File: src/rtl/imm_gen_pkg.sv
// rtl/imm_gen_pkg.sv - shared types and opcodes for the buffered immediate generator
package imm_gen_pkg;

  // Format code carried with every decoded immediate
  typedef enum logic [2:0] {
    FMT_NONE = 3'd0,
    FMT_I    = 3'd1,
    FMT_S    = 3'd2,
    FMT_B    = 3'd3,
    FMT_U    = 3'd4,
    FMT_J    = 3'd5,
    FMT_R    = 3'd6,
    FMT_Z    = 3'd7
  } imm_fmt_e;

  localparam logic [6:0] OPC_OP       = 7'b0110011;
  localparam logic [6:0] OPC_OP_IMM   = 7'b0010011;
  localparam logic [6:0] OPC_OP_IMM32 = 7'b0011011;
  localparam logic [6:0] OPC_OP32     = 7'b0111011;
  localparam logic [6:0] OPC_LOAD     = 7'b0000011;
  localparam logic [6:0] OPC_STORE    = 7'b0100011;
  localparam logic [6:0] OPC_BRANCH   = 7'b1100011;
  localparam logic [6:0] OPC_JALR     = 7'b1100111;
  localparam logic [6:0] OPC_JAL      = 7'b1101111;
  localparam logic [6:0] OPC_LUI      = 7'b0110111;
  localparam logic [6:0] OPC_AUIPC    = 7'b0010111;
  localparam logic [6:0] OPC_SYSTEM   = 7'b1110011;

  // Storage width for a buffered immediate; covers the widest legal XLEN
  localparam int IMM_W = 64;

  typedef struct packed {
    imm_fmt_e         fmt;
    logic [IMM_W-1:0] imm;
  } imm_entry_t;

  // R-type rides the imm field for the comparison flag, so it does not count as an immediate
  function automatic logic fmt_has_imm(input imm_fmt_e f);
    return (f != FMT_NONE) && (f != FMT_R);
  endfunction

endpackage

File: src/rtl/imm_decode.sv
// rtl/imm_decode.sv - combinational immediate decode; IMM_CSR_ZIMM_EN enables CSR zimm (fmt Z)
module imm_decode
  import imm_gen_pkg::*;
#(
  parameter int XLEN = 64
) (
  input  logic [31:0]     instr,
  input  logic            slt_flag,
  output imm_fmt_e        fmt,
  output logic [XLEN-1:0] imm
);

  // Every format fits in 32 bits with its sign at bit 31, so one sign extension serves all
  logic [31:0] imm32;

  // Select format and assemble the 32-bit immediate from the opcode
  always_comb begin
    fmt   = FMT_NONE;
    imm32 = '0;
    case (instr[6:0])
      OPC_OP_IMM, OPC_OP_IMM32, OPC_LOAD, OPC_JALR: begin
        fmt   = FMT_I;
        imm32 = {{20{instr[31]}}, instr[31:20]};
      end
      OPC_SYSTEM: begin
`ifdef IMM_CSR_ZIMM_EN
        if (instr[14]) begin
          fmt   = FMT_Z;
          imm32 = {27'b0, instr[19:15]};
        end else begin
          fmt   = FMT_I;
          imm32 = {{20{instr[31]}}, instr[31:20]};
        end
`else
        fmt   = FMT_I;
        imm32 = {{20{instr[31]}}, instr[31:20]};
`endif
      end
      OPC_STORE: begin
        fmt   = FMT_S;
        imm32 = {{20{instr[31]}}, instr[31:25], instr[11:7]};
      end
      OPC_BRANCH: begin
        fmt   = FMT_B;
        imm32 = {{19{instr[31]}}, instr[31], instr[7], instr[30:25], instr[11:8], 1'b0};
      end
      OPC_LUI, OPC_AUIPC: begin
        fmt   = FMT_U;
        imm32 = {instr[31:12], 12'b0};
      end
      OPC_JAL: begin
        fmt   = FMT_J;
        imm32 = {{11{instr[31]}}, instr[31], instr[19:12], instr[20], instr[30:21], 1'b0};
      end
      OPC_OP, OPC_OP32: begin
        fmt   = FMT_R;
        imm32 = {31'b0, slt_flag};
      end
      default: begin
        fmt   = FMT_NONE;
        imm32 = '0;
      end
    endcase
  end

  assign imm = XLEN'($signed(imm32));

endmodule

File: src/rtl/imm_gen_pipe.sv
// rtl/imm_gen_pipe.sv - immediate decode feeding a DEPTH-entry valid/ready FIFO; IMM_CSR_ZIMM_EN passes to imm_decode
module imm_gen_pipe
  import imm_gen_pkg::*;
#(
  parameter int XLEN  = 64,
  parameter int DEPTH = 2
) (
  input  logic            clk,
  input  logic            reset,
  input  logic            in_valid,
  output logic            in_ready,
  input  logic [31:0]     instr,
  input  logic            slt_flag,
  output logic            out_valid,
  input  logic            out_ready,
  output logic [XLEN-1:0] imm,
  output imm_fmt_e        fmt,
  output logic            has_imm
);

  localparam int AW = $clog2(DEPTH);
  localparam int CW = AW + 1;
  localparam logic [CW-1:0] FULL = CW'(DEPTH);

  imm_entry_t      mem [DEPTH];
  logic [AW-1:0]   wr_ptr;
  logic [AW-1:0]   rd_ptr;
  logic [CW-1:0]   count;
  imm_fmt_e        dec_fmt;
  logic [XLEN-1:0] dec_imm;
  imm_entry_t      head;
  logic            push;
  logic            pop;

  imm_decode #(.XLEN(XLEN)) u_decode (
    .instr    (instr),
    .slt_flag (slt_flag),
    .fmt      (dec_fmt),
    .imm      (dec_imm)
  );

  // Readiness comes only from registered count, never from out_ready
  assign in_ready  = (count != FULL);
  assign out_valid = (count != '0);
  assign push      = in_valid & in_ready;
  assign pop       = out_valid & out_ready;

  // Entry storage is not reset; count alone says which slots are live
  always_ff @(posedge clk) begin
    if (push) begin
      mem[wr_ptr] <= '{fmt: dec_fmt, imm: IMM_W'($signed(dec_imm))};
    end
  end

  // Pointer and occupancy bookkeeping; power-of-two depth lets pointers wrap naturally
  always_ff @(posedge clk) begin
    if (reset) begin
      wr_ptr <= '0;
      rd_ptr <= '0;
      count  <= '0;
    end else begin
      if (push) wr_ptr <= wr_ptr + 1'b1;
      if (pop)  rd_ptr <= rd_ptr + 1'b1;
      case ({push, pop})
        2'b10:   count <= count + 1'b1;
        2'b01:   count <= count - 1'b1;
        default: count <= count;
      endcase
    end
  end

  // Head outputs are forced to zero/NONE when empty so stale storage never shows
  assign head    = mem[rd_ptr];
  assign imm     = out_valid ? head.imm[XLEN-1:0] : '0;
  assign fmt     = out_valid ? head.fmt : FMT_NONE;
  assign has_imm = out_valid && fmt_has_imm(head.fmt);

endmodule

File: config.mk
export PLATFORM = sky130hd
export DESIGN_NAME = imm_gen_pipe
export DESIGN_NICKNAME = d
export VERILOG_FILES = /design/src/rtl/imm_gen_pkg.sv /design/src/rtl/imm_decode.sv /design/src/rtl/imm_gen_pipe.sv
export SDC_FILE = /design/constraint.sdc
export NUM_CORES = 1
export LEC_CHECK = 0
export ABC_AREA = 1
export BUFFER_PORTS_ARGS = -buffer_cell sky130_fd_sc_hd__buf_2
export CAP_MARGIN = 10
export CORE_ASPECT_RATIO = 2
export CORE_MARGIN = 5
export CORE_UTILIZATION = 52
export CTS_CLUSTER_SIZE = 40
export DETAILED_ROUTE_END_ITERATION = 12
export PLACE_DENSITY = 0.84
export SYNTH_ARGS = -nofsm -noshare
export SYNTH_HDL_FRONTEND = slang
export SYNTH_SLANG_ARGS = --single-unit
File: constraint.sdc
create_clock -name clk -period 4.45 [get_ports clk]
set_input_delay 0.445 -clock clk [delete_from_list [all_inputs] [get_ports clk]]
set_output_delay 0.445 -clock clk [all_outputs]
set_load 0.01 [all_outputs]
== After elaboration in Yosys (flattened, before gate mapping) ==
Memories as Yosys holds them, arrays and structs flattened. A register that Yosys moved wholly into a read port is not among the register bits.
Cells that the tools add are included.

* Order comparisons: 0
* Shift operators: 0
* Equal/unequal tests: 16
* Mux-type cells: 9
* Add/subtract/negate cells: 4
* Divide/modulo/power cells: 0
* $mul: 0
* Reductions and logical operators: 8
* Bitwise gates (word level): 2

{| class="wikitable"
|+ Operator list
! kind !! number
|-
| $pmux W32 S6 || 1
|-
| $mux W64 || 1
|-
| $eq A7 B6 Y1 const B || 4
|-
| $eq A7 B7 Y1 const B || 4
|-
| $eq A7 B5 Y1 const B || 3
|-
| $pmux W3 S6 || 1
|-
| $eq A7 B2 Y1 const B || 1
|-
| $reduce_or A5 Y1 || 1
|-
| $mux W1 || 4
|-
| $pmux W2 S2 || 1
|-
| $reduce_bool A2 Y1 || 2
|-
| $reduce_or A2 Y1 || 2
|-
| $mux W3 || 1
|-
| $ne A3 B3 Y1 const B || 1
|-
| $reduce_bool A3 Y1 || 1
|-
| $add A1 B1 Y1 const B || 2
|-
| $add A2 B1 Y2 const B || 1
|-
| $and A1 B1 Y1 || 2
|-
| $eq A2 B1 Y1 const B || 1
|-
| $eq A2 B2 Y1 const B || 1
|-
| $logic_and A1 B1 Y1 || 2
|-
| $ne A2 B2 Y1 const B || 1
|-
| $sub A2 B1 Y2 const B || 1
|}

* Bits in latches: 0
* Memory bits (writable): 134
* Bits in registers: 4
* Memories kept: 1
* Bits in read-only memories: 0
* Input port bits: 37
* Output and inout bits: 70
* Word-level logic and storage cells: 43

{| class="wikitable"
|+ Memory list
! memory !! words !! bits a word !! read ports !! clocked after Yosys merged registers in !! wr ports !! RTL line !! source
|-
| mem || 2 || 67 || 1 || 1 || 1 || imm_gen_pipe.sv:25 || <nowiki>imm_entry_t mem [DEPTH];</nowiki>
|}

== Depth between registers and ports, before layout ==
Gate-level depths: netlist (run 1).

* Word-level depth: 4
* Depth in mapped cells: 9
* Mapped depth without buffers: 9

== Modules after synthesis ==
A second synthesis (run 1) with hierarchy kept.

* Cell total of the unflattened synthesis: 606
* Area total of the unflattened synthesis: 6419.9 um2

{| class="wikitable"
|+ By module, submodules not included
! module !! area an instance (um2) !! instances !! cells each !! seq. area each (um2)
|-
| imm_gen_pipe || 5362.6 || 1 || 400 || 4124.0
|-
| imm_decode || 1057.3 || 1 || 206 || 0.0
|}

== Worst setup path before layout (run 1) ==
No wires, ideal clock.

* Path kind: register to output
* From: register (tool-made name)
* To: output imm[32]
* Buffers on the path: 3
* Data arrival time: 2.512 ns
* Path slack: 1.493 ns
* Stages on the path, launching flop included: 7
* Data required time: 4.005 ns
* Path through: dfxtp_1 > buf_2 > clkinv_1 > clkbuf_1 > nand2_1 > a21oi_1 > buf_4

{| class="wikitable"
|+ RTL lines
! element !! RTL line !! source
|-
| end: declaration || imm_gen_pipe.sv:16 || <nowiki>output logic [XLEN-1:0] imm,</nowiki>
|}

==> results of run 1 <==
[stage by stage]
step	instances	instance area, sq um	utilization, %	worst slack [ps]
2_1_floorplan	483	4154	-	1493
3_3_place_gp	634	4482	56.84	2018
3_5_place_dp	634	4482	56.84	1879
4_1_cts	650	4848	61.49	1805
5_1_grt	650	4848	61.49	1614
6_report	650	4848	61.49	1807
[final cells by class]
class	instances	area (sq um)	share of cell area (%)
well taps	96	120.1	2.477
multi-input cells	316	1445	29.81
flip-flops and latches	75	2202	45.42
inverters	33	123.9	2.555
clock buffers	10	229.0	4.723
clock inverters	6	137.6	2.839
repair buffers	114	590.6	12.18
[routing by layer]
metal	GRT usage, %	up-vias	wire length, um
met2	35.44	166	5131
met4	10.99	0	359
met5	0	-	0
li1	-	1700	-
met3	3.849	20	794
met1	21.73	1570	3387
[path summary, 6_finish.rpt]
kind              slack [ps]      start         to
setup / recovery        1810  flip-flop    has_imm
hold / removal           340      reset  flip-flop
setup reg to reg        2360   count[1]   count[1]
hold reg to reg          490     rd_ptr  flip-flop
[worst max-delay path, stage by stage, from the launching register on]
cell and delay (ps):
dfxtp_1 300, buf_4 340, clkinv_1 280, buf_4 300, o21ai_0 240, nor2_1 90
nor2_1 100, o21ai_0 80, buf_2 140
[logic make-up after synthesis]
logic type,share of synthesized area (%)
AND/OR/NAND/NOR,29.37
buffers and inverters,12.32
AO/OA/AOI/OAI,5.000
flip-flops,53.01
adder cells (fa/ha/maj),0.3012
[registers in the layout, indices dropped and copies added, names as in the netlist, named ones only]
register / count
mem: 70
wr_ptr: 1
count: 2
rd_ptr: 1
[report_power, final]
group	leakage, nW	switching, mW	internal [mW]
registers	0.721	0.0248	0.863
logic	1.49	0.439	0.226
clock network	0.177	0.263	0.606
total	2.39	0.727	1.70
[cells in the final DEF, fill, tap and decap left out]
master	synthesis	routed
nand2_1	138	138
buf_2	10	106
nand3_1	76	76
edfxtp_1	70	70
nor2_1	39	37
a21oi_1	37	37
inv_1	32	32
clkbuf_16	0	9
buf_4	35	8
nor2_2	3	5
dfxtp_1	5	5
nand2_2	4	4
nand3_2	4	4
bufinv_16	0	4
o21ai_0	3	3
and3_1	2	2
or2_2	2	2
nor3_1	2	2
clkinv_4	0	2
nor2_4	1	1
nor2_8	1	1
nand3_4	1	1
clkinv_1	1	1
nand3b_1	1	1
o21bai_1	1	1
ha_1	1	1
clkbuf_1	11	1
==> run metrics, run 1 <==
Final ANT Viol Nets=0; Final nets=about 590; most frequent cells after synthesis=138 x nand2_1, 76 x nand3_1, 70 x edfxtp_1, 39 x nor2_1, 37 x a21oi_1; crit end category=output port; RD Place Congestion=0.8999; total leakage power=2.391 nW; worst r2r path cells=9; # resized after CTS=0; EDFF count, synth=70; latest clock arrival within the worst-skew pair=320 ps; CTS Buf Count=9; Slew Limit Fails=0; asr flop ratio synth=0%; final period utilization=roughly three fifths; initial antenna violation count=0; post-synthesis sequential area ratio=between 50% and 60%; share of post-route cells with drive strength above 1=26.53%; port bufs=106; post-synth top area share=between 50% and 60%; Final Hold Fails=0; outcome=completed; # IOs=107; hold buffer count at cts=0; DRC viols=0; TNS Setup=0 ps; die area=around 10000 sq um; largest net degree at the start of global routing=38; Yosys warning count=0; clk buf depth=2; count leader, synth=nand2_1; H-tree level count=3; Fin Clk Skew=5.345 ps; FILL cells=approximately 640; Synth Flop Type=edfxtp_1; CTS root buf=clkbuf_16; Die X=73.20 um; Hold Path Stages=2; CTS Sinks=75; Seq cells post-synth=75; slew margin rel.=46.35%; initial core utilization=a little over half; Post-CTS Setup Bufs=0; final wirelength=9673 um; Req. time, crit path=4010 ps; Worst setup SP type=flip-flop; number of global-route vias before repair=3324; die height=136.4 um; Hold Path Class=in -> reg; Crit Path Category=reg -> out; pin slew with the least headroom to its limit=801.9 ps; Syn Nets=521; RSZ-0062 raised after global routing=no; Netlist cell types=25; WHS=339.7 ps; router iterations before antenna repair=4; # rows=46; Yosys top cell by area=edfxtp_1; arrival time at the worst endpoint=roughly 2200 ps; Post-DP HPWL=6874 um; ant diodes=0; Post-Syn Instances=483; Final Setup Violations=0; pwr/cell area=499.7 nW/um^2; mapped cell area=roughly 4200 sq um; Via Count=3456; total of max-cap violations=0; CTS tree=yes; Fmax=378.3 MHz; Peak supply drop=0.2199 mV; Power Total=2.423 mW; Worst-path clk slew=50 ps; drt initial violations=218; fin crit period=2643 ps; total global routing track utilization=20.05%; WL/cell=14.88 um; Area Overhead vs Synth=16.72%; Max Fanout on Critical Path=37; first-pass GRT wire length=15440 um; DR vias/cell=approximately 5.3; dominant cells by area after synthesis=edfxtp_1 51%, nand2_1 12%, nand3_1 9.2%; core footprint=about 8000 sq um; gr ovfl total=0; Post-Syn Area per Cell=8.600 sq um
(Power assumes the default switching activity.)
==> run 2, diff against run 1 <==
==> constraint.sdc (replaced) <==
create_clock -name clk -period 2.5 [get_ports clk]
set_input_delay 0.25 -clock clk [delete_from_list [all_inputs] [get_ports clk]]
set_output_delay 0.25 -clock clk [all_outputs]
set_load 0.01 [all_outputs]
==> run 2 against run 1 <==
First-iteration DRC count down 20%; sequential share of layout area rose by 0.29 points; power rose by 69%; cell area fell by 0.65%; flip-flop and latch count stayed put; global-route usage barely moved; cell count rose by 0.46%; register-to-register slack worse by 1400 ps.
==> run metrics, run 2 (synthesized netlist as in run 1, its figures left out) <==
outcome=completed; reg-to-reg startpoint=count[0]; Worst-path clk slew=60 ps (about the same); final period utilization=between 80% and 90%; RSZ-0062 raised after global routing=no; die height=136.4 um (unchanged); Die X=73.20 um (unchanged); Worst setup SP type=flip-flop; Hold Path Stages=2 (unchanged); Worst Min Path Start=reset; Final Setup Violations=0 (unchanged); Max Fanout on Critical Path=31 (-16%); slew margin rel.=50.01% (+3.7 points); total leakage power=2.378 nW (-0.55%); Final Hold Fails=0 (unchanged); final wirelength=9531 um (-1.5%); initial antenna violation count=0 (unchanged); share of post-route cells with drive strength above 1=26.75% (+0.22 points); DR vias/cell=5.256 (-1.2%); Req. time, crit path=2250 ps (-1760 ps); first-pass GRT wire length=15390 um (-0.36%); Hold Path Class=in -> reg; # resized after CTS=0 (unchanged); pwr/cell area=848.9 nW/um^2 (+70%); Area Overhead vs Synth=15.96%; # IOs=107 (unchanged); CP Depth=6 (-2); Final nets=590 (+0.51%); core footprint=7885 sq um (unchanged); drt initial violations=175 (-20%); WL/cell=14.60 um (-1.9%); die area=9984 sq um (unchanged); largest registers=mem x70, count x2; # rows=46 (unchanged); CP dominant cell by count=buf_4; max reg flops=70 (unchanged); fin util=61.09% (-0.40 points); CTS Buf Count=9 (unchanged); crit end category=output port; Crit path buffers/inverters=4 (unchanged); RD Place Congestion=0.8789 (-2.3%); Fmax=~500 MHz; gr ovfl total=0 (unchanged); total global routing track utilization=20.04% (about the same); Final ANT Viol Nets=0 (unchanged); delay of the slowest cell on the worst path=320 ps (-20 ps); Largest Register=mem; hold buffer count at cts=0 (unchanged); Via Count=3432 (-0.69%); TNS Setup=0 ps (unchanged); largest net degree at the start of global routing=37 (-2.6%); ant diodes=0 (unchanged); latest clock arrival within the worst-skew pair=320 ps (about the same); CTS tree=yes; Crit Path Category=reg -> out; worst r2r path cells=5 (-4); commonest non-fill, non-tap cell in the layout=nand2_1; number of global-route vias before repair=3329 (+0.15%); Peak supply drop=0.5005 mV (+130%); Power Total=4.089 mW (+69%); DRC viols=0 (unchanged); Fin Clk Skew=4.776 ps (-0.5689 ps); arrival time at the worst endpoint=1790 ps (-410 ps); Slew Limit Fails=0 (unchanged); port bufs=106 (unchanged); CTS Sinks=75 (unchanged); pin slew with the least headroom to its limit=748.1 ps (-53.75 ps); clk buf depth=2 (unchanged); CP max-delay cell=buf_4; CTS root buf=clkbuf_16; fin crit period=2039 ps; initial core utilization=52.68% (unchanged); Worst path top cell family by delay=buffers and inverters; CP Cell Sequence=buf_4 > clkinv_1 > buf_4 > nand2_1 > a21oi_1 > buf_2; Post-DP HPWL=6964 um (+1.3%); router iterations before antenna repair=5 (+1); Post-CTS Setup Bufs=0 (unchanged); total of max-cap violations=0 (unchanged); highest-count cells in the layout ignoring fill and taps=138 x nand2_1, 106 x buf_2, 76 x nand3_1, 70 x edfxtp_1, 37 x nor2_1; H-tree level count=3 (unchanged)
-- run 2: layer usage --
layer / up-vias / global-route usage, % / share of wire [%]
li1: 1709 / - / -
met1: 1564 / 21.05 / 35
met2: 137 / 36.14 / 54
met3: 22 / 3.923 / 7.8
met4: 0 / 10.78 / 3.3
met5: - / 0 / 0
-- run 2: per-stage QoR --
stage,instances,setup WS [ps],area [sq um],hold slack (ps)
final,653,461.4,4817,148.3
after global routing,653,324.8,4817,146.3
after CTS,653,426.9,4817,135.5
after detailed placement,637,529.2,4508,477.7
after global placement,637,640.9,4508,468.7
after floorplan,483,265.6,4163,319.1
-- run 2: area by class of cell --
class | instances | area, sq um
clock inverter | 6 | 80.08
inverter | 33 | 123.9
clock buffer | 10 | 229.0
fill | 650 | 3068
tap | 96 | 120.1
sequential | 75 | 2202
timing repair buffer | 117 | 613.1
multi-input combinational | 316 | 1449
-- run 2: worst register-to-register path, cell delays in order (launching register included) --
cell and delay (ps):
dfxtp_1 370, inv_1 90, nand2_1 110, nand2_1 130, nor2_2 100, buf_4 410
-- run 2: final timing paths --
kind | end | slack (ps)
worst max-delay path | imm[2] | 460
worst min-delay path | rd_ptr | 150
worst max register to register | mem[0][21] | 910
worst min register to register | rd_ptr | 480
-- run 2: power by group --
group / leakage, nW / internal [mW] / switching, mW / total, mW
Combinational: 1.51 / 0.409 / 0.788 / 1.20
Clock: 0.148 / 0.864 / 0.447 / 1.31
Sequential: 0.721 / 1.54 / 0.0446 / 1.58
Total: 2.38 / 2.81 / 1.28 / 4.09
==> run 3, diff against run 2 <==
--- a/config.mk
+++ b/config.mk
@@ -5,7 +5,7 @@
 export SDC_FILE = /design/constraint.sdc
 export NUM_CORES = 1
 export LEC_CHECK = 0
-export ABC_AREA = 1
+export ABC_AREA = 0
 export BUFFER_PORTS_ARGS = -buffer_cell sky130_fd_sc_hd__buf_2
 export CAP_MARGIN = 10
 export CORE_ASPECT_RATIO = 2
@@ -13,7 +13,7 @@
 export CORE_UTILIZATION = 52
 export CTS_CLUSTER_SIZE = 40
 export DETAILED_ROUTE_END_ITERATION = 12
-export PLACE_DENSITY = 0.84
+export PLACE_DENSITY = 0.85
 export SYNTH_ARGS = -nofsm -noshare
 export SYNTH_HDL_FRONTEND = slang
 export SYNTH_SLANG_ARGS = --single-unit
==> constraint.sdc (replaced) <==
create_clock -name clk -period 2.02 [get_ports clk]
set_input_delay 0.202 -clock clk [delete_from_list [all_inputs] [get_ports clk]]
set_output_delay 0.202 -clock clk [all_outputs]
set_load 0.01 [all_outputs]
==> run 3 against run 2 <==
Power up 45%; die area down 8.3%; non-clock buffer count down 5; critical path depth down 3; combinational power up 89%; clock skew down 1.4 ps; cell count down 28%; clock power up 18%.
==> run metrics, run 3 <==
outcome=completed; pin slew with the least headroom to its limit=503.6 ps (-244.5 ps); CTS tree=yes; initial antenna violation count=0 (unchanged); TNS Setup=0 ps (unchanged); CTS root buf=clkbuf_16; EDFF count, synth=70 (unchanged); # rows=44 (-4.3%); Peak supply drop=0.8820 mV (+76%); commonest non-fill, non-tap cell in the layout=buf_2; dominant cells by area after synthesis=edfxtp_1 56%, mux2i_1 9.6%, buf_4 6.8%; Hold Path Class=in -> reg; most frequent cells after synthesis=70 x edfxtp_1, 44 x nor2_1, 36 x mux2i_1, 34 x buf_4; worst flop-to-flop path endpoint=count[1]; Post-Syn Instances=301 (-38%); final wirelength=7525 um (-21%); CTS Buf Count=9 (unchanged); Largest Register=mem; core footprint=7157 sq um (-9.2%); placed insts=456 (-28%); pre-CTS setup slack=327.4 ps (-201.8 ps); Fin Clk Skew=3.327 ps (-1.448 ps); Fmax=570.7 MHz; Worst setup SP type=flip-flop; DRC viols=0 (unchanged); die height=130.4 um (-4.4%); worst r2r path cells=6 (+1); WL/cell=15.94 um (+9.2%); Crit Path Category=reg -> out; latest clock arrival within the worst-skew pair=330 ps (about the same); mapped cell area=3769 sq um (-9.3%); count leader, synth=edfxtp_1; fin crit period=1752 ps; total of max-cap violations=0 (unchanged); Layout Cell Area excl Fill=4469 sq um (-7.2%); CTS Sinks=75 (unchanged); port bufs=106 (unchanged); # resized after CTS=0 (unchanged); total leakage power=1.959 nW (-18%); hold buffer count at cts=0 (unchanged); crit end category=output port; Worst Setup Slack, final=267.6 ps (-193.8 ps); Seq cells post-synth=75 (unchanged); post-synthesis sequential area ratio=58.43% (+5.4 points); Via Count=2518 (-27%); Yosys warning count=0 (unchanged); Final Hold Fails=0 (unchanged); fin util=62.45% (+1.4 points); Synth Flop Type=edfxtp_1; die area=9153 sq um (-8.3%); Worst-path clk slew=60 ps (about the same); Final Setup Violations=0 (unchanged); pwr/cell area=1331 nW/um^2 (+57%); WHS=100.3 ps (-48.04 ps); total global routing track utilization=16.77% (-3.3 points); max reg flops=70 (unchanged); Max Fanout on Critical Path=33 (+6.5%); Post-CTS Setup Bufs=0 (unchanged); Area Overhead vs Synth=18.59%; Final nets=413 (-30%); first-pass GRT wire length=11700 um (-24%); clk buf depth=2 (unchanged); dpl cell area=4175 sq um (-7.4%); largest registers=mem x70, count x2; Netlist cell types=44 (+76%); Req. time, crit path=1820 ps (-430 ps); number of global-route vias before repair=2423 (-27%); Post-DP HPWL=5306 um (-24%); share of post-route cells with drive strength above 1=36.58% (+9.8 points); Die X=70.20 um (-4.1%); highest-count cells in the layout ignoring fill and taps=106 x buf_2, 70 x edfxtp_1, 42 x nor2_1, 36 x mux2i_1; Power Total=5.947 mW (+45%); DR vias/cell=5.335 (+1.5%); arrival time at the worst endpoint=1550 ps (-240 ps); Worst Hold End=rd_ptr; router iterations before antenna repair=4 (-1); reg-to-reg slack, setup=330 ps (-580 ps); Syn Nets=339 (-35%); RSZ-0062 raised after global routing=no; # IOs=107 (unchanged); post-synth top area share=55.78% (+5.2 points); gr ovfl total=0 (unchanged); final period utilization=86.75%; largest net degree at the start of global routing=36 (-2.7%); Slew Limit Fails=0 (unchanged); Worst Min Path Start=reset; asr flop ratio synth=0% (unchanged); Yosys top cell by area=edfxtp_1; Final ANT Viol Nets=0 (unchanged); reg-to-reg startpoint=count[0]; fin cells=472 (-28%); ant diodes=0 (unchanged); Hold Path Stages=2 (unchanged); drt initial violations=187 (+6.9%); H-tree level count=3 (unchanged); initial core utilization=52.66% (about the same); RD Place Congestion=0.8805 (+0.18%); Post-Syn Area per Cell=12.52 sq um (+46%); slew margin rel.=66.35% (+16 points)
## run 3: area by class of cell
type | count | area [sq um]
timing repair buffer | 112 | 613.1
sequential | 75 | 2203
tap | 92 | 115.1
inverter | 5 | 18.77
fill | 592 | 2688
multi-input combinational | 172 | 1225
clock buffer | 10 | 229.0
clock inverter | 6 | 65.06
## run 3: critical path: stages (launching register included)
cell	delay, ps
dfxtp_2	420
mux2i_1	140
nor2_4	410
buf_2	230
## run 3: kinds of logic (layout without fill, tap and decap cells)
| logic type | Yosys count | in the layout | synth area share (%) |
|---|---|---|---|
| AOI/OAI and AO/OA | 47 | 47 | 9.961 |
| xor gates and xnor gates | 6 | 6 | 1.395 |
| adders and majority gates | 1 | 1 | 0.3320 |
| buffers and inverters | 54 | 133 | 9.462 |
| DFF | 75 | 75 | 58.43 |
| muxes | 36 | 36 | 9.562 |
| and+or+nand+nor | 82 | 82 | 10.86 |
## run 3: where the power goes
part	switching (mW)	internal (mW)
Clock	0.592	0.955
Sequential	0.109	2.02
Combinational	1.36	0.902
## run 3: how the worst max path moves through the flow
stage | startpoint | end | slack [ps] | cells after the start
3_3_place_gp | instr[3] | mem[1][13] | 330 | 5
3_5_place_dp | instr[3] | mem[1][18] | 330 | 5
6_report | flip-flop | imm[63] | 270 | 3
5_1_grt | flip-flop | imm[49] | 80 | 3
2_1_floorplan | count[0] | mem[1][0] | 110 | 2
4_1_cts | flip-flop | imm[41] | 200 | 3
## run 3: routing by layer
| metal | share of wire (%) | GRT usage, % |
|---|---|---|
| met5 | 0 | 0 |
| met2 | 51 | 28.05 |
| met1 | 39 | 19.93 |
| met3 | 8.3 | 5.207 |
| met4 | 2.0 | 7.336 |
